--- config.mk ---
export PLATFORM = sky130hd
export DESIGN_NAME = wb_cmd_master
export DESIGN_NICKNAME = d
export VERILOG_FILES = /design/src/rtl/wb_cmd_pkg.sv /design/src/rtl/wb_cmd_txser.sv /design/src/rtl/wb_cmd_master.sv
export SDC_FILE = /design/constraint.sdc
export NUM_CORES = 1
export LEC_CHECK = 0
export BUFFER_PORTS_ARGS = -buffer_cell sky130_fd_sc_hd__buf_2
export CAP_MARGIN = 40
export CELL_PAD_IN_SITES_DETAIL_PLACEMENT = 0
export CELL_PAD_IN_SITES_GLOBAL_PLACEMENT = 1
export CORE_ASPECT_RATIO = 1.2
export CORE_MARGIN = 5
export CORE_UTILIZATION = 45
export CTS_BUF_LIST = sky130_fd_sc_hd__clkbuf_16
export DETAILED_ROUTE_END_ITERATION = 8
export PLACE_DENSITY = 0.89
export SLEW_MARGIN = 0
export SYNTH_ARGS = -nofsm -noshare
export SYNTH_HDL_FRONTEND = slang
export SYNTH_SLANG_ARGS = --single-unit
--- constraint.sdc ---
create_clock -name clk -period 9.17 [get_ports clk]
set_clock_uncertainty 0.05 [all_clocks]
set_input_delay 1.834 -clock clk [delete_from_list [all_inputs] [get_ports clk]]
set_output_delay 1.834 -clock clk [all_outputs]
set_load 0.01 [all_outputs]
--- src/rtl/wb_cmd_pkg.sv ---
// Shared constants for the byte-stream Wishbone command master:
// opcodes, status codes and the control FSM state encoding.
package wb_cmd_pkg;

    localparam logic [7:0] OP_READ  = 8'h01;
    localparam logic [7:0] OP_WRITE = 8'h02;

    localparam logic [7:0] ST_ACK     = 8'h00;
    localparam logic [7:0] ST_ERR     = 8'h01;
    localparam logic [7:0] ST_RTY     = 8'h02;
    localparam logic [7:0] ST_TIMEOUT = 8'h03;
    localparam logic [7:0] ST_BADOP   = 8'h04;

    typedef enum logic [2:0] {
        S_IDLE,
        S_ADDR,
        S_DATA,
        S_CYCLE,
        S_STATUS,
        S_RDATA
    } state_e;

endpackage

--- src/rtl/wb_cmd_txser.sv ---
// Response serializer: one status byte, optionally followed by the data word
// LSB first. tx_data_o/tx_valid_o are registered and held until accepted.
module wb_cmd_txser #(
    parameter int DATA_WIDTH = 32
) (
    input  logic                  clk,
    input  logic                  rst,
    input  logic                  load_i,
    input  logic [7:0]            status_i,
    input  logic [DATA_WIDTH-1:0] data_i,
    input  logic                  with_data_i,
    output logic [7:0]            tx_data_o,
    output logic                  tx_valid_o,
    input  logic                  tx_ready_i,
    output logic                  done_o
);

    localparam int D  = DATA_WIDTH / 8;
    localparam int CW = $clog2(D + 1);

    logic [DATA_WIDTH-1:0] shift_q, shift_d;
    logic [CW-1:0]         rem_q, rem_d;
    logic [7:0]            byte_q, byte_d;
    logic                  valid_q, valid_d;
    logic                  xfer;

    assign xfer       = valid_q & tx_ready_i;
    assign done_o     = xfer && (rem_q == '0);
    assign tx_data_o  = byte_q;
    assign tx_valid_o = valid_q;

    // NOTE: every variable gets its hold value first, so no path through the
    // branches below can leave one unassigned and infer a latch.
    always_comb begin
        shift_d = shift_q;
        rem_d   = rem_q;
        byte_d  = byte_q;
        valid_d = valid_q;
        if (load_i) begin
            valid_d = 1'b1;
            byte_d  = status_i;
            shift_d = data_i;
            rem_d   = with_data_i ? CW'(D) : '0;
        end else if (xfer) begin
            if (rem_q != '0) begin
                byte_d  = shift_q[7:0];
                shift_d = shift_q >> 8;
                rem_d   = rem_q - CW'(1);
            end else begin
                valid_d = 1'b0;
            end
        end
    end

    // NOTE: state registers use non-blocking assignment so every flop samples
    // the pre-edge values regardless of process ordering.
    always_ff @(posedge clk or posedge rst) begin
        if (rst) begin
            shift_q <= '0;
            rem_q   <= '0;
            byte_q  <= '0;
            valid_q <= 1'b0;
        end else begin
            shift_q <= shift_d;
            rem_q   <= rem_d;
            byte_q  <= byte_d;
            valid_q <= valid_d;
        end
    end

endmodule

--- src/rtl/wb_cmd_master.sv ---
// Byte-stream to classic Wishbone master bridge. Optional cycle timeout is
// compiled in with `define WB_CMD_MASTER_TIMEOUT_EN.
module wb_cmd_master
    import wb_cmd_pkg::*;
#(
    parameter int ADDR_WIDTH     = 32,
    parameter int DATA_WIDTH     = 32,
    parameter int SELECT_WIDTH   = DATA_WIDTH / 8,
    parameter int TIMEOUT_CYCLES = 1023
) (
    input  logic                    clk,
    input  logic                    rst,
    input  logic [7:0]              rx_data,
    input  logic                    rx_valid,
    output logic                    rx_ready,
    output logic [7:0]              tx_data,
    output logic                    tx_valid,
    input  logic                    tx_ready,
    output logic [ADDR_WIDTH-1:0]   wbm_adr_o,
    output logic [DATA_WIDTH-1:0]   wbm_dat_o,
    input  logic [DATA_WIDTH-1:0]   wbm_dat_i,
    output logic                    wbm_we_o,
    output logic [SELECT_WIDTH-1:0] wbm_sel_o,
    output logic                    wbm_stb_o,
    output logic                    wbm_cyc_o,
    input  logic                    wbm_ack_i,
    input  logic                    wbm_err_i,
    input  logic                    wbm_rty_i
);

    localparam int A = ADDR_WIDTH / 8;
    localparam int D = DATA_WIDTH / 8;

    state_e                state_q, state_d;
    logic [1:0]            cnt_q, cnt_d;
    logic [ADDR_WIDTH-1:0] adr_q, adr_d;
    logic [DATA_WIDTH-1:0] dat_q, dat_d;
    logic                  is_wr_q, is_wr_d;
    logic                  cyc_q, cyc_d;
    logic                  we_q, we_d;
    logic                  ser_load, ser_with_data, ser_done;
    logic [7:0]            ser_status;
    logic                  tmo_hit;

`ifdef WB_CMD_MASTER_TIMEOUT_EN
    localparam int TW = $clog2(TIMEOUT_CYCLES + 1);
    logic [TW-1:0] tmo_q, tmo_d;

    // Counts cycles spent in CYCLE; zero everywhere else, so it is clear on entry.
    assign tmo_d   = (state_q == S_CYCLE) ? tmo_q + TW'(1) : '0;
    assign tmo_hit = (tmo_q == TW'(TIMEOUT_CYCLES - 1));

    always_ff @(posedge clk or posedge rst) begin
        if (rst) tmo_q <= '0;
        else     tmo_q <= tmo_d;
    end
`else
    localparam int unused_timeout_cycles = TIMEOUT_CYCLES;
    assign tmo_hit = 1'b0;
`endif

    always_comb begin
        state_d       = state_q;
        cnt_d         = cnt_q;
        adr_d         = adr_q;
        dat_d         = dat_q;
        is_wr_d       = is_wr_q;
        cyc_d         = cyc_q;
        we_d          = we_q;
        ser_load      = 1'b0;
        ser_status    = ST_ACK;
        ser_with_data = 1'b0;
        rx_ready      = 1'b0;
        unique case (state_q)
            S_IDLE: begin
                rx_ready = 1'b1;
                if (rx_valid) begin
                    cnt_d = '0;
                    if (rx_data == OP_READ || rx_data == OP_WRITE) begin
                        is_wr_d = (rx_data == OP_WRITE);
                        state_d = S_ADDR;
                    end else begin
                        ser_load   = 1'b1;
                        ser_status = ST_BADOP;
                        state_d    = S_STATUS;
                    end
                end
            end
            S_ADDR: begin
                rx_ready = 1'b1;
                if (rx_valid) begin
                    adr_d[{cnt_q, 3'b000} +: 8] = rx_data;
                    cnt_d = cnt_q + 2'd1;
                    if (cnt_q == 2'(A - 1)) begin
                        cnt_d = '0;
                        if (is_wr_q) begin
                            state_d = S_DATA;
                        end else begin
                            state_d = S_CYCLE;
                            cyc_d   = 1'b1;
                            we_d    = 1'b0;
                        end
                    end
                end
            end
            S_DATA: begin
                rx_ready = 1'b1;
                if (rx_valid) begin
                    dat_d[{cnt_q, 3'b000} +: 8] = rx_data;
                    cnt_d = cnt_q + 2'd1;
                    if (cnt_q == 2'(D - 1)) begin
                        cnt_d   = '0;
                        state_d = S_CYCLE;
                        cyc_d   = 1'b1;
                        we_d    = 1'b1;
                    end
                end
            end
            S_CYCLE: begin
                // err beats rty beats ack; a real termination beats the timeout.
                if (wbm_err_i || wbm_rty_i || wbm_ack_i) begin
                    cyc_d    = 1'b0;
                    we_d     = 1'b0;
                    ser_load = 1'b1;
                    state_d  = S_STATUS;
                    if (wbm_err_i) begin
                        ser_status = ST_ERR;
                    end else if (wbm_rty_i) begin
                        ser_status = ST_RTY;
                    end else begin
                        ser_status    = ST_ACK;
                        ser_with_data = ~is_wr_q;
                    end
                end else if (tmo_hit) begin
                    cyc_d      = 1'b0;
                    we_d       = 1'b0;
                    ser_load   = 1'b1;
                    ser_status = ST_TIMEOUT;
                    state_d    = S_STATUS;
                end
            end
            S_STATUS: begin
                if (tx_valid && tx_ready) state_d = ser_done ? S_IDLE : S_RDATA;
            end
            S_RDATA: begin
                if (ser_done) state_d = S_IDLE;
            end
            default: state_d = S_IDLE;
        endcase
    end

    always_ff @(posedge clk or posedge rst) begin
        if (rst) begin
            state_q <= S_IDLE;
            cnt_q   <= '0;
            adr_q   <= '0;
            dat_q   <= '0;
            is_wr_q <= 1'b0;
            cyc_q   <= 1'b0;
            we_q    <= 1'b0;
        end else begin
            state_q <= state_d;
            cnt_q   <= cnt_d;
            adr_q   <= adr_d;
            dat_q   <= dat_d;
            is_wr_q <= is_wr_d;
            cyc_q   <= cyc_d;
            we_q    <= we_d;
        end
    end

    assign wbm_adr_o = adr_q;
    assign wbm_dat_o = dat_q;
    assign wbm_we_o  = we_q;
    assign wbm_cyc_o = cyc_q;
    assign wbm_stb_o = cyc_q;
    assign wbm_sel_o = {SELECT_WIDTH{cyc_q}};

    wb_cmd_txser #(
        .DATA_WIDTH(DATA_WIDTH)
    ) u_txser (
        .clk        (clk),
        .rst        (rst),
        .load_i     (ser_load),
        .status_i   (ser_status),
        .data_i     (wbm_dat_i),
        .with_data_i(ser_with_data),
        .tx_data_o  (tx_data),
        .tx_valid_o (tx_valid),
        .tx_ready_i (tx_ready),
        .done_o     (ser_done)
    );

endmodule

After elaboration in Yosys (flattened, before gate mapping)

Index checks and enable logic that the tools add are counted.
W data, S select, Z words.

Output and inout bits: 81
Input bits: 47
RAM bits: 0
Word-level logic and storage cells: 116
Memories: 0
Bits in registers: 116
Bits in read-only memories: 0
Latch bits: 0

Divide/modulo/power cells: 0
Bitwise operators: 2
Magnitude comparators: 0
Add/subtract/negate cells: 3
Shifts and indexed selects: 2
Multiplexer cells: 57
Equal/unequal tests: 19
Reductions and logical operators: 22
$mul: 0

Operators with widths:

| cell                     | number |
|---|---|
| $mux W32                 | 3 |
| $bwmux W32               | 2 |
| $mux W3                  | 16 |
| $mux W8                  | 4 |
| $shift A8 B7 Y32 const A | 1 |
| $shiftx A8 B7 Y32        | 1 |
| $mux W1                  | 21 |
| $ne A2 B2 Y1 const B     | 10 |
| $pmux W3 S6              | 1 |
| $pmux W8 S2              | 1 |
| $mux W2                  | 5 |
| $eq A8 B1 Y1 const B     | 1 |
| $eq A8 B2 Y1 const B     | 1 |
| $reduce_and A2 Y1        | 4 |
| $reduce_and A8 Y1        | 1 |
| $neg A5 Y7               | 1 |
| $reduce_and A7 Y1        | 1 |
| $eq A3 B2 Y1 const B     | 2 |
| $eq A3 B3 Y1 const B     | 2 |
| $logic_not A3 Y1         | 2 |
| $pmux W1 S3              | 2 |
| $reduce_and A3 Y1        | 2 |
| $reduce_bool A2 Y1       | 3 |
| $reduce_bool A3 Y1       | 2 |
| other kinds (13)         | 16 |

Longest topological paths before layout

Gate-level depths: netlist of the first run.

Word-level depth: 7
Mapped depth: 8
Gate-level depth less buffers: 6

Cells and area by module

A second synthesis of the first run with hierarchy kept.

Cells, all modules: 401
Area total of the unflattened synthesis: 5,283.8 um^2

By module, submodules not included:

| module        | cells each | area each (um^2) | instances | sequential area each (um^2) |
|---|---|---|---|---|
| wb_cmd_master | 250        | 3,269.4          | 1         | 1,801.7 |
| wb_cmd_txser  | 151        | 2,014.4          | 1         | 1,101.1 |

Least setup slack after synthesis of the first run

OpenSTA, ideal clock, no wires.

Kind: input -> register
Start point: input port rx_data[3]
End point: register u_txser.shift_q[19]
Path buffers: 2
Required time: 8.993 ns
Setup time: 0.127 ns
Slack: 5.579 ns
Stages: 6
Arrival time: 3.413 ns
Cells stage by stage: or4_1 -> o41ai_4 -> and2_1 -> buf_2 -> buf_4 -> a31oi_1

Cells in the longest elaborated chain, start to end: 7
Elaborated cells on any way between the ends: 10
Those cells by class: eq/ne (2); mux (4); reduce/logical (4)

RTL lines:

| what                                                | line                | RTL |
|---|---|---|
| from (decl)                                         | wb_cmd_master.sv:13 | `input logic [7:0] rx_data,` |
| $eq A8 B1 Y1 / $eq A8 B2 Y1 (equally long branches) | wb_cmd_master.sv:79 | `if (rx_data == OP_READ \|\| rx_data == OP_WRITE) begin` |
| $logic_or A1 B1 Y1 (*)                              | wb_cmd_master.sv:79 |  |
| $mux W1 (*)                                         | wb_cmd_master.sv:79 |  |
| $mux W1 (*)                                         | wb_cmd_master.sv:77 | `if (rx_valid) begin` |
| $pmux W1 S2 (*)                                     | wb_cmd_master.sv:74 | `unique case (state_q)` |
| $reduce_bool A2 Y1 (no line)                        | -                   |  |
| $reduce_and A2 Y1 (no line)                         | -                   |  |
| to (signal assigned)                                | wb_cmd_txser.sv:64  | `shift_q <= shift_d;` |
| to (decl)                                           | wb_cmd_txser.sv:21  | `logic [DATA_WIDTH-1:0] shift_q, shift_d;` |

Mark *: on every way between the ends. The rest lies on a longest branch, timed or not.
A chain may end at the register's enable or synchronous reset.

Final worst setup path of the first run

Start point: input port rx_data[3]
End point: register u_txser.shift_q[30]

The elaborated chain is that of the path after synthesis.

==> flow_metrics.tcl, run 1 <==
set metrics [dict create \
    drive_gt1_share_pct 36.93 \
    rsz0062_at_grt "false" \
    postPlaceCellArea_sq_um 6025 \
    cp-start-kind "input pin" \
    ctsHoldBuffers 0 \
    root_buffer "clkbuf_16" \
    synth_ff_type "dfrtp_1" \
    h-tree-depth 4 \
    first_global_vias 4098 \
    clkTransAtPathRegs_ps 50 \
    port_buffers 127 \
    p_sw_share_pct 31.10 \
    seqPwrFrac_pct 40.2 \
    crit_type "in2reg" \
    crit_path_end_kind "flop" \
    syn_area_per_cell_sq_um 11.07 \
    critPathTopFamily "simple AND/OR/NAND/NOR gates" \
    seq_area_frac_synth_pct 55.33 \
    slowest_stage "or4_1" \
    p_int_mw 1.208 \
    min_period_ps 3996 \
    seqCellArea_sq_um 2903 \
    drtAntennaViolNets 0 \
    fin_ws_ps 5174 \
    setup_violations 0 \
    slew_headroom_pct 42.56 \
    p_sw_uw 545.2 \
    fp.dieW_um 108.6 \
    drtIter0Drc 216 \
    syn_nets 528 \
    dieArea_sq_um 13930 \
    hold_class "reg2reg" \
    clock.fmax_mhz 250.2 \
    crit_path_max_fanout 36 \
    yosysWarnings 0 \
    fin_util_pct 57.12 \
    cts_tree "done" \
    drv_cap 0 \
    grt_usage_pct 19.64 \
    final-hold-violation-count 0 \
    hpwl_um 9326 \
    num_rows 43 \
    multiInputGateArea_sq_um 2150 \
    ys_types 41 \
    fin_crit_sh_pct 43.58 \
    async_flop_share_pct 100.0 \
    post_drt_via_cell_ratio 5.311 \
    power.share.clock_pct 35.0 \
    cts_made_buffers 17 \
    final_common_cell "buf_2" \
    ys_top_cells_by_area "dfrtp_1 (55%), mux2_2 (14%), nand2_1 (5.4%)" \
    cts.path.max_buffers 2 \
    via_count 4084 \
    status "finished, final reports clean" \
    report.final.slew_viol_count 0 \
    use_met3_pct 5.945 \
    combPwrFrac_pct 24.8 \
    critPathMaxStageDelay_ps 630 \
    p_leak_nw 3.440 \
    path_buf_inv 3 \
    first_pass_iters 4 \
    wire_per_inst_um 17.11 \
    initial_utilization_pct 45.57 \
    nets 653 \
    final_cell_mix "buf_2 (127), dfrtp_1 (116), nand2_1 (75), mux2_2 (64)" \
    grt.busiest_layer "met2" \
    gr-total-overflow 0 \
    place_congestion 0.8153 \
    core_area_sq_um 11510 \
    antenna_found_initial 1 \
    clk_latency_ps 410 \
    syn_area_sq_um 5246 \
    die_h_um 128.3 \
    fin_setup_tns_ps 0 \
    ys_ff_latch 116 \
    post_cts_buffers 0 \
    crit_required_ps 9400 \
    drc 0 \
    yosys.area.top_type "dfrtp_1" \
    post-place-ws_ps 4772 \
    tightest_slew_ps 859.8 \
    clock-sinks 116 \
    cp_data_arrival_time_ps 4230 \
    post-route-cell-area_sq_um 6576 \
    drt_wl_total_um 13160 \
    synth-edff-count 0 \
    ctsResizeCount 0 \
    p_per_area_nw_per_um2 266.6 \
    syn_to_final_growth_pct 25.35 \
    diodes 0 \
    grt_max_degree 42 \
    synth_cells 474 \
    use_met1_pct 24.33 \
    path_cells "buf_2 > or4_1 > o41ai_4 > buf_4 > and2_1 > buf_16 > o21ai_0" \
    synth_top_area_share_pct 55.33 \
    vdd_ir_drop_max_mv 0.1324 \
    grt_pass1_wl_um 21130 \
    fillers 1040 \
    ios 128 \
    use_met2_pct 32.59 \
]
cells by family after synthesis:
logic type      count (synthesis)  share of synthesized area, %
simple gates                  152                         14.31
flops                         116                         55.33
buf+inv                        43                         3.744
compound gates                 87                         10.30
mux                            67                         14.31
xor+xnor                        2                        0.3340
fa+ha+maj                       7                         1.669
final timing paths:
path                                          start                              end  slack (ps)  depth (start not counted)
max                                      rx_data[3]  u_txser.shift_q[30]$_DFFE_PP0P_        5170                          7
min                        wbm_adr_o[9]$_DFFE_PP0P_         wbm_adr_o[9]$_DFFE_PP0P_         450                          1
max reg2reg                  state_q[1]$_DFFE_PP0P_     u_txser.rem_q[2]$_DFFE_PP0P_        6650                          6
min reg2reg                wbm_adr_o[9]$_DFFE_PP0P_         wbm_adr_o[9]$_DFFE_PP0P_         450                          1
max in group asynchronous                       rst            wbm_cyc_o$_DFFE_PP0P_        6510                          4
min in group asynchronous                       rst        wbm_dat_o[16]$_DFFE_PP0P_        1420                          2
stage by stage:
step | instances | power [mW] | hold WS, ps
after floorplan | 474 | 1.011 | 429.9
after global placement | 735 | 1.123 | 431.7
after detailed placement | 737 | 1.149 | 438.0
after CTS | 769 | 1.767 | 449.7
after global routing | 769 | 1.862 | 462.3
final | 769 | 1.753 | 445.0
area by class of cell:
class,instances,area share (%)
clock inverter,15,1.922
timing repair buffer,133,10.84
sequential,116,44.14
inverter,16,0.9513
clock buffer,17,6.469
tap,157,2.987
multi-input combinational,315,32.69
state kept, by name (all words and copies together), names as in the netlist:
name and flops:
cnt_q 2, is_wr_q 1, state_q 3, u_txser.rem_q 3
u_txser.shift_q 32, u_txser.tx_data_o 8, u_txser.tx_valid_o 1, wbm_adr_o 32
wbm_cyc_o 1, wbm_dat_o 32, wbm_we_o 1
Yosys cell counts, types with 5 or more instances:
| cell | count |
|---|---|
| dfrtp_1 | 116 |
| nand2_1 | 75 |
| mux2_2 | 64 |
| a21oi_1 | 34 |
| and2_1 | 34 |
| a31oi_1 | 26 |
| inv_1 | 16 |
| clkbuf_1 | 14 |
| nor2_1 | 10 |
| nand4_1 | 9 |
| buf_4 | 8 |
| ha_1 | 7 |
| o21ai_0 | 7 |
| nand2b_1 | 6 |
| o21ai_1 | 5 |
per-layer routing:
metal | part of all wire (%) | vias up
met5 | 0.14 | -
met4 | 1.7 | 2
met3 | 7.1 | 26
met2 | 50 | 156
met1 | 41 | 2003
li1 | - | 1897
power groups by stage:
stage,Clock (mW),Combinational (mW),Sequential (mW)
finish,0.613,0.435,0.705
global route,0.649,0.494,0.720
CTS,0.622,0.441,0.705
detailed placement,0,0.436,0.712
global placement,0,0.416,0.707
floorplan,0,0.308,0.703
No activity file was read; power rests on OpenSTA's default activity.
==> run 2, diff against run 1 <==
--- a/config.mk
+++ b/config.mk
@@ -11,10 +11,10 @@
 export CELL_PAD_IN_SITES_GLOBAL_PLACEMENT = 1
 export CORE_ASPECT_RATIO = 1.2
 export CORE_MARGIN = 5
-export CORE_UTILIZATION = 45
+export CORE_UTILIZATION = 41
 export CTS_BUF_LIST = sky130_fd_sc_hd__clkbuf_16
 export DETAILED_ROUTE_END_ITERATION = 8
-export PLACE_DENSITY = 0.89
+export PLACE_DENSITY = 0.82
 export SLEW_MARGIN = 0
 export SYNTH_ARGS = -nofsm -noshare
 export SYNTH_HDL_FRONTEND = slang
==> constraint.sdc (replaced) <==
create_clock -name clk -period 3.9 [get_ports clk]
set_clock_uncertainty 0.05 [all_clocks]
set_input_delay 0.78 -clock clk [delete_from_list [all_inputs] [get_ports clk]]
set_output_delay 0.78 -clock clk [all_outputs]
set_load 0.01 [all_outputs]
==> run 2 against run 1 <==
  * Cell count up 1.2%
  * Largest cell class unchanged
  * Register-to-register slack got worse by 5000 ps
  * Setup slack got worse by 3800 ps
  * Critical path type unchanged
  * Non-clock buffer count increased by 2
  * Sequential cell count unchanged
  * Largest power group unchanged
  * Via count shrank 1.2%
  * Sequential power is 140% higher
  * Critical endpoint is now u_txser.tx_data_o[1]$_DFFE_PP0P_
==> flow_metrics.tcl, run 2 (same netlist as run 1, synthesis figures left out) <==
set metrics [dict create \
    cts_tree "done" \
    crit_type "in2reg" \
    via_count 4034 \
    p_int_mw 2.911 \
    cp-start-kind "input pin" \
    rsz0062_at_grt "false" \
    drive_gt1_share_pct 37.95 \
    drv_cap 0 \
    root_buffer "clkbuf_16" \
    syn_to_final_growth_pct 26.38 \
    seqPwrFrac_pct 39.3 \
    combPwrFrac_pct 24.1 \
    slowest_stage "or4_1" \
    final_common_cell "buf_2" \
    diodes 0 \
    vdd_ir_drop_max_mv 0.2745 \
    fp.dieW_um 113.3 \
    power.share.clock_pct 36.6 \
    wire_per_inst_um 17.00 \
    first_global_vias 4177 \
    seqCellArea_sq_um 2903 \
    reg2reg_slack_ps 1690 \
    path_cells "buf_2 > or4_1 > o41ai_4 > buf_4 > nand2_1 > o32ai_1" \
    critPathTopFamily "simple AND/OR/NAND/NOR gates" \
    fillers 1146 \
    multiInputGateArea_sq_um 2150 \
    post_cts_buffers 0 \
    r2r-start "cnt_q[0]$_DFFE_PP0P_" \
    ctsHoldBuffers 0 \
    initial_utilization_pct 41.60 \
    grt_usage_pct 18.04 \
    first_pass_iters 4 \
    drtAntennaViolNets 0 \
    rr_worst_depth 5 \
    grt_max_degree 55 \
    cts_made_buffers 17 \
    drt_wl_total_um 13230 \
    clkTransAtPathRegs_ps 60 \
    dieArea_sq_um 15170 \
    num_rows 45 \
    grt_pass1_wl_um 21400 \
    nets 655 \
    cp_data_arrival_time_ps 2780 \
    drtIter0Drc 187 \
    crit_path_max_fanout 35 \
    min_period_ps 2542 \
    place_congestion 0.7981 \
    p_per_area_nw_per_um2 636.2 \
    clk_latency_ps 400 \
    p_sw_share_pct 30.98 \
    rr_endpoint "wbm_adr_o[23]$_DFFE_PP0P_" \
    crit_path_end_kind "flop" \
    port_buffers 127 \
    final-hold-violation-count 0 \
    slew_headroom_pct 44.87 \
    die_h_um 133.9 \
    crit_required_ps 4140 \
    h-tree-depth 4 \
    setup_violations 0 \
    ios 128 \
    cts.path.max_buffers 2 \
    path_buf_inv 2 \
    gr-total-overflow 0 \
    fin_crit_sh_pct 65.19 \
    antenna_found_initial 0 \
    tightest_slew_ps 825.1 \
    fin_util_pct 52.57 \
    post_drt_via_cell_ratio 5.185 \
    critPathMaxStageDelay_ps 630 \
    drc 0 \
    p_leak_nw 3.465 \
    final_cell_mix "buf_2 (128), dfrtp_1 (116), nand2_1 (75), mux2_2 (64)" \
    fin_setup_tns_ps 0 \
    report.final.slew_viol_count 0 \
    status "finished, final reports clean" \
    clock.fmax_mhz 393.3 \
    p_sw_mw 1.307 \
    ctsResizeCount 0 \
    hold_class "in2async" \
    clock-sinks 116 \
    hpwl_um 9462 \
    core_area_sq_um 12610 \
]
[run 2: changes by cell type in the layout (fill, tap and decap cells not counted), sizes merged]
cell,change
bufinv,+1
buf,+2
inv,-3
clkinvlp,-2
clkinv,+4
[run 2: power groups by stage]
stage	combinational [mW]	sequential (mW)	clock, mW
floorplan	0.725	1.65	0
global placement	0.988	1.66	0
detailed placement	1.02	1.67	0
CTS	1.03	1.65	1.58
global route	1.14	1.69	1.64
finish	1.02	1.66	1.55
[run 2: worst max-delay path by stage]
stage	cells past startpoint	to	startpoint
after floorplan	6	u_txser.shift_q[19]$_DFFE_PP0P_	rx_data[3]
after global placement	6	u_txser.tx_data_o[0]$_DFFE_PP0P_	rx_data[3]
after detailed placement	6	u_txser.tx_data_o[0]$_DFFE_PP0P_	rx_data[3]
after CTS	6	u_txser.tx_data_o[1]$_DFFE_PP0P_	rx_data[3]
after global routing	6	u_txser.tx_data_o[0]$_DFFE_PP0P_	rx_data[3]
final	6	u_txser.tx_data_o[1]$_DFFE_PP0P_	rx_data[3]
[run 2: metrics by stage]
stage	hold WS [ps]	instance area, sq um	power, mW	cells	setup WS [ps]
detailed placement	438.3	6040	2.698	746	963.9
CTS	316.8	6630	4.267	778	1381
global placement	431.8	6015	2.653	744	1031
global route	335.2	6630	4.472	778	1240
finish	319.3	6630	4.218	778	1358
floorplan	429.9	5250	2.377	474	1363
[run 2: per-layer routing]
metal | vias to the layer above | global-route usage (%) | wire length, um
li1 | 1907 | - | -
met1 | 1978 | 22.61 | 5461
met2 | 136 | 29.81 | 6689
met3 | 13 | 4.964 | 862
met4 | 0 | 6.680 | 214
met5 | - | 0 | 0
[run 2: area by class of cell]
| type | instances | share of cell area [%] |
|---|---|---|
| Inverter | 16 | 0.9624 |
| Sequential cell | 116 | 43.78 |
| Clock inverter | 15 | 2.491 |
| Tap cell | 164 | 3.095 |
| Multi-Input combinational cell | 315 | 32.42 |
| Timing Repair Buffer | 135 | 10.83 |
| Clock buffer | 17 | 6.416 |
==> run 3, diff against run 2 <==
--- a/config.mk
+++ b/config.mk
@@ -5,6 +5,7 @@
 export SDC_FILE = /design/constraint.sdc
 export NUM_CORES = 1
 export LEC_CHECK = 0
+export ABC_AREA = 1
 export BUFFER_PORTS_ARGS = -buffer_cell sky130_fd_sc_hd__buf_2
 export CAP_MARGIN = 40
 export CELL_PAD_IN_SITES_DETAIL_PLACEMENT = 0
@@ -14,7 +15,7 @@
 export CORE_UTILIZATION = 41
 export CTS_BUF_LIST = sky130_fd_sc_hd__clkbuf_16
 export DETAILED_ROUTE_END_ITERATION = 8
-export PLACE_DENSITY = 0.82
+export PLACE_DENSITY = 0.84
 export SLEW_MARGIN = 0
 export SYNTH_ARGS = -nofsm -noshare
 export SYNTH_HDL_FRONTEND = slang
==> constraint.sdc (replaced) <==
create_clock -name clk -period 2.5 [get_ports clk]
set_clock_uncertainty 0.05 [all_clocks]
set_input_delay 0.5 -clock clk [delete_from_list [all_inputs] [get_ports clk]]
set_output_delay 0.5 -clock clk [all_outputs]
set_load 0.01 [all_outputs]
==> run 3 against run 2 <==
  * Sequential power rose by 78%
  * Routed wire length rose by 9.9%
  * Largest power group is now combinational cells
  * Synthesized area rose by 8.6%
  * Cell count rose by 21%
  * Synthesized cell count rose by 34%
  * Total power rose by 98%
  * Setup slack got worse by 1100 ps
  * Critical path depth did not move
  * Die area rose by 7.9%
  * Register-to-register slack got worse by 1400 ps
==> flow_metrics.tcl, run 3 <==
set metrics [dict create \
    status "finished, final reports clean" \
    grt_max_degree 51 \
    min_period_ps 2215 \
    critPathTopFamily "adder cells" \
    rsz0062_at_grt "false" \
    fin_util_pct 50.69 \
    port_buffers 127 \
    crit_path_start "cnt_q[1]$_DFFE_PP0P_" \
    post-route-cell-area_sq_um 6945 \
    p_leak_nw 3.830 \
    crit_required_ps 2740 \
    synth_top_area_share_pct 50.94 \
    root_buffer "clkbuf_16" \
    fin_crit_sh_pct 88.61 \
    post_drt_via_cell_ratio 5.047 \
    power.share.clock_pct 25.2 \
    seqPwrFrac_pct 35.5 \
    nets 816 \
    yosys.area.top_type "dfrtp_1" \
    rr_endpoint "wbm_adr_o[3]$_DFFE_PP0P_" \
    crit_path_max_fanout 11 \
    cts.path.max_buffers 2 \
    synth-edff-count 0 \
    wl_met1_um 6095 \
    initial_utilization_pct 41.59 \
    path_cells "inv_1 > ha_1 > clkinv_1 > nand2_1 > nor3_1 > mux2_1" \
    ctsResizeCount 0 \
    synth_commonest_cells "nand2_1 (184), dfrtp_1 (116), inv_1 (48)" \
    post_cts_buffers 0 \
    yosysWarnings 0 \
    final_common_cell "nand2_1" \
    endpoint "wbm_adr_o[3]$_DFFE_PP0P_" \
    drtAntennaViolNets 0 \
    grt_usage_pct 18.10 \
    syn_nets 691 \
    num_rows 47 \
    hpwl_um 10440 \
    synth_cells 637 \
    cp_data_arrival_time_ps 2450 \
    cts_made_buffers 17 \
    p_sw_share_pct 39.91 \
    via_count 4754 \
    ys_top_cells_by_area "dfrtp_1 (51%), nand2_1 (12%), mux2_1 (6.3%)" \
    dr_wl_met2_um 7169 \
    postPlaceCellArea_sq_um 6444 \
    first_pass_iters 6 \
    drt_wl_total_um 14540 \
    async_flop_share_pct 100.0 \
    p_sw_mw 3.330 \
    cp-start-kind "flop" \
    diodes 0 \
    first_global_vias 4830 \
    whs_ps 126.1 \
    r2r-start "cnt_q[1]$_DFFE_PP0P_" \
    ios 128 \
    antenna_found_initial 0 \
    report.final.slew_viol_count 0 \
    slowest_stage "ha_1" \
    ctsHoldBuffers 0 \
    drc 0 \
    clock.fmax_mhz 451.4 \
    crit_path_end_kind "flop" \
    drive_gt1_share_pct 25.03 \
    vdd_ir_drop_max_mv 0.6119 \
    tightest_slew_ps 534.7 \
    ys_ff_latch 116 \
    hold_class "in2async" \
    fillers 1270 \
    grt_pass1_wl_um 24290 \
    gr-total-overflow 0 \
    setup_violations 0 \
    clk_latency_ps 420 \
    fp.dieW_um 117.6 \
    cp_num_cells 6 \
    wire_per_inst_um 15.43 \
    fin_setup_tns_ps 0 \
    place_congestion 0.8673 \
    syn_area_sq_um 5698 \
    final_cell_mix "nand2_1 (184), buf_2 (127), dfrtp_1 (116), inv_1 (50), o21ai_1 (37)" \
    core_area_sq_um 13700 \
    seq_area_frac_synth_pct 50.94 \
    clkTransAtPathRegs_ps 50 \
    h-tree-depth 4 \
    combPwrFrac_pct 39.3 \
    syn_to_final_growth_pct 21.89 \
    clock-sinks 116 \
    path_buf_inv 2 \
    cts_tree "done" \
    p_per_area_nw_per_um2 1201 \
    synth_most_common_cell "nand2_1" \
    reg2reg_slack_ps 280 \
    syn_area_per_cell_sq_um 8.945 \
    drtIter0Drc 237 \
    rr_worst_depth 6 \
    drv_cap 0 \
    power_mw 8.343 \
    slew_headroom_pct 64.35 \
    final-hold-violation-count 0 \
    crit_type "reg2reg" \
    die_h_um 139.1 \
    critPathMaxStageDelay_ps 480 \
    synth_ff_type "dfrtp_1" \
    ys_types 34 \
    met3_length_um 997 \
    dieArea_sq_um 16370 \
    top_layer "met4" \
    p_int_mw 5.014 \
]
## run 3: worst min-delay path by stage
stage	start	end	slack (ps)	cells past startpoint
global route	rst	u_txser.shift_q[2]$_DFFE_PP0P_	160	3
finish	rst	u_txser.shift_q[2]$_DFFE_PP0P_	130	3
detailed placement	wbm_dat_o[28]$_DFFE_PP0P_	wbm_dat_o[28]$_DFFE_PP0P_	410	2
global placement	wbm_dat_o[31]$_DFFE_PP0P_	wbm_dat_o[31]$_DFFE_PP0P_	400	2
floorplan	is_wr_q$_DFFE_PP0P_	is_wr_q$_DFFE_PP0P_	400	2
CTS	rst	u_txser.shift_q[2]$_DFFE_PP0P_	130	3
## run 3: cells by family (layout without fill, tap and decap cells)
family | Yosys count | count (layout) | synth area share (%)
compound gates | 59 | 59 | 5.204
flops | 116 | 116 | 50.94
mux | 32 | 32 | 6.324
buf+inv | 94 | 228 | 7.554
xor+xnor | 1 | 1 | 0.1537
simple gates | 328 | 328 | 28.28
fa+ha+maj | 7 | 7 | 1.537
## run 3: power groups by stage
stage / Combinational [mW] / Sequential, mW / Clock, mW
floorplan: 2.19 / 3.09 / 0
global placement: 3.21 / 2.96 / 0
detailed placement: 3.29 / 2.98 / 0
CTS: 3.31 / 2.96 / 2.14
global route: 3.68 / 3.04 / 2.24
finish: 3.28 / 2.96 / 2.10
## run 3: metrics by stage
| step | std cells | setup WS, ps |
|---|---|---|
| 6_report | 942 | 284.9 |
| 5_1_grt | 942 | 184.4 |
| 3_3_place_gp | 914 | 475.5 |
| 4_1_cts | 942 | 320.8 |
| 3_5_place_dp | 914 | 326.3 |
| 2_1_floorplan | 637 | 331.1 |
## run 3: cell type report
| type | instances | area (sq um) | share of cell area (%) |
|---|---|---|---|
| clock inverters | 11 | 76.32 | 1.099 |
| clock buffers | 17 | 425.4 | 6.125 |
| flip-flops and latches | 116 | 2903 | 41.79 |
| well taps | 171 | 214.0 | 3.081 |
| inverters | 64 | 246.5 | 3.549 |
| repair buffers | 136 | 715.7 | 10.30 |
| multi-input cells | 427 | 2365 | 34.05 |
## run 3: per-layer routing
| metal | vias to the layer above | GRT usage, % |
|---|---|---|
| met4 | 0 | 6.401 |
| met3 | 25 | 5.998 |
| met2 | 153 | 29.32 |
| li1 | 2330 | - |
| met5 | - | 0 |
| met1 | 2246 | 22.67 |
## run 3: worst min-delay path, delay by kind of cell
kind,cells,cell delay (ps)
buffers and inverters,3,460
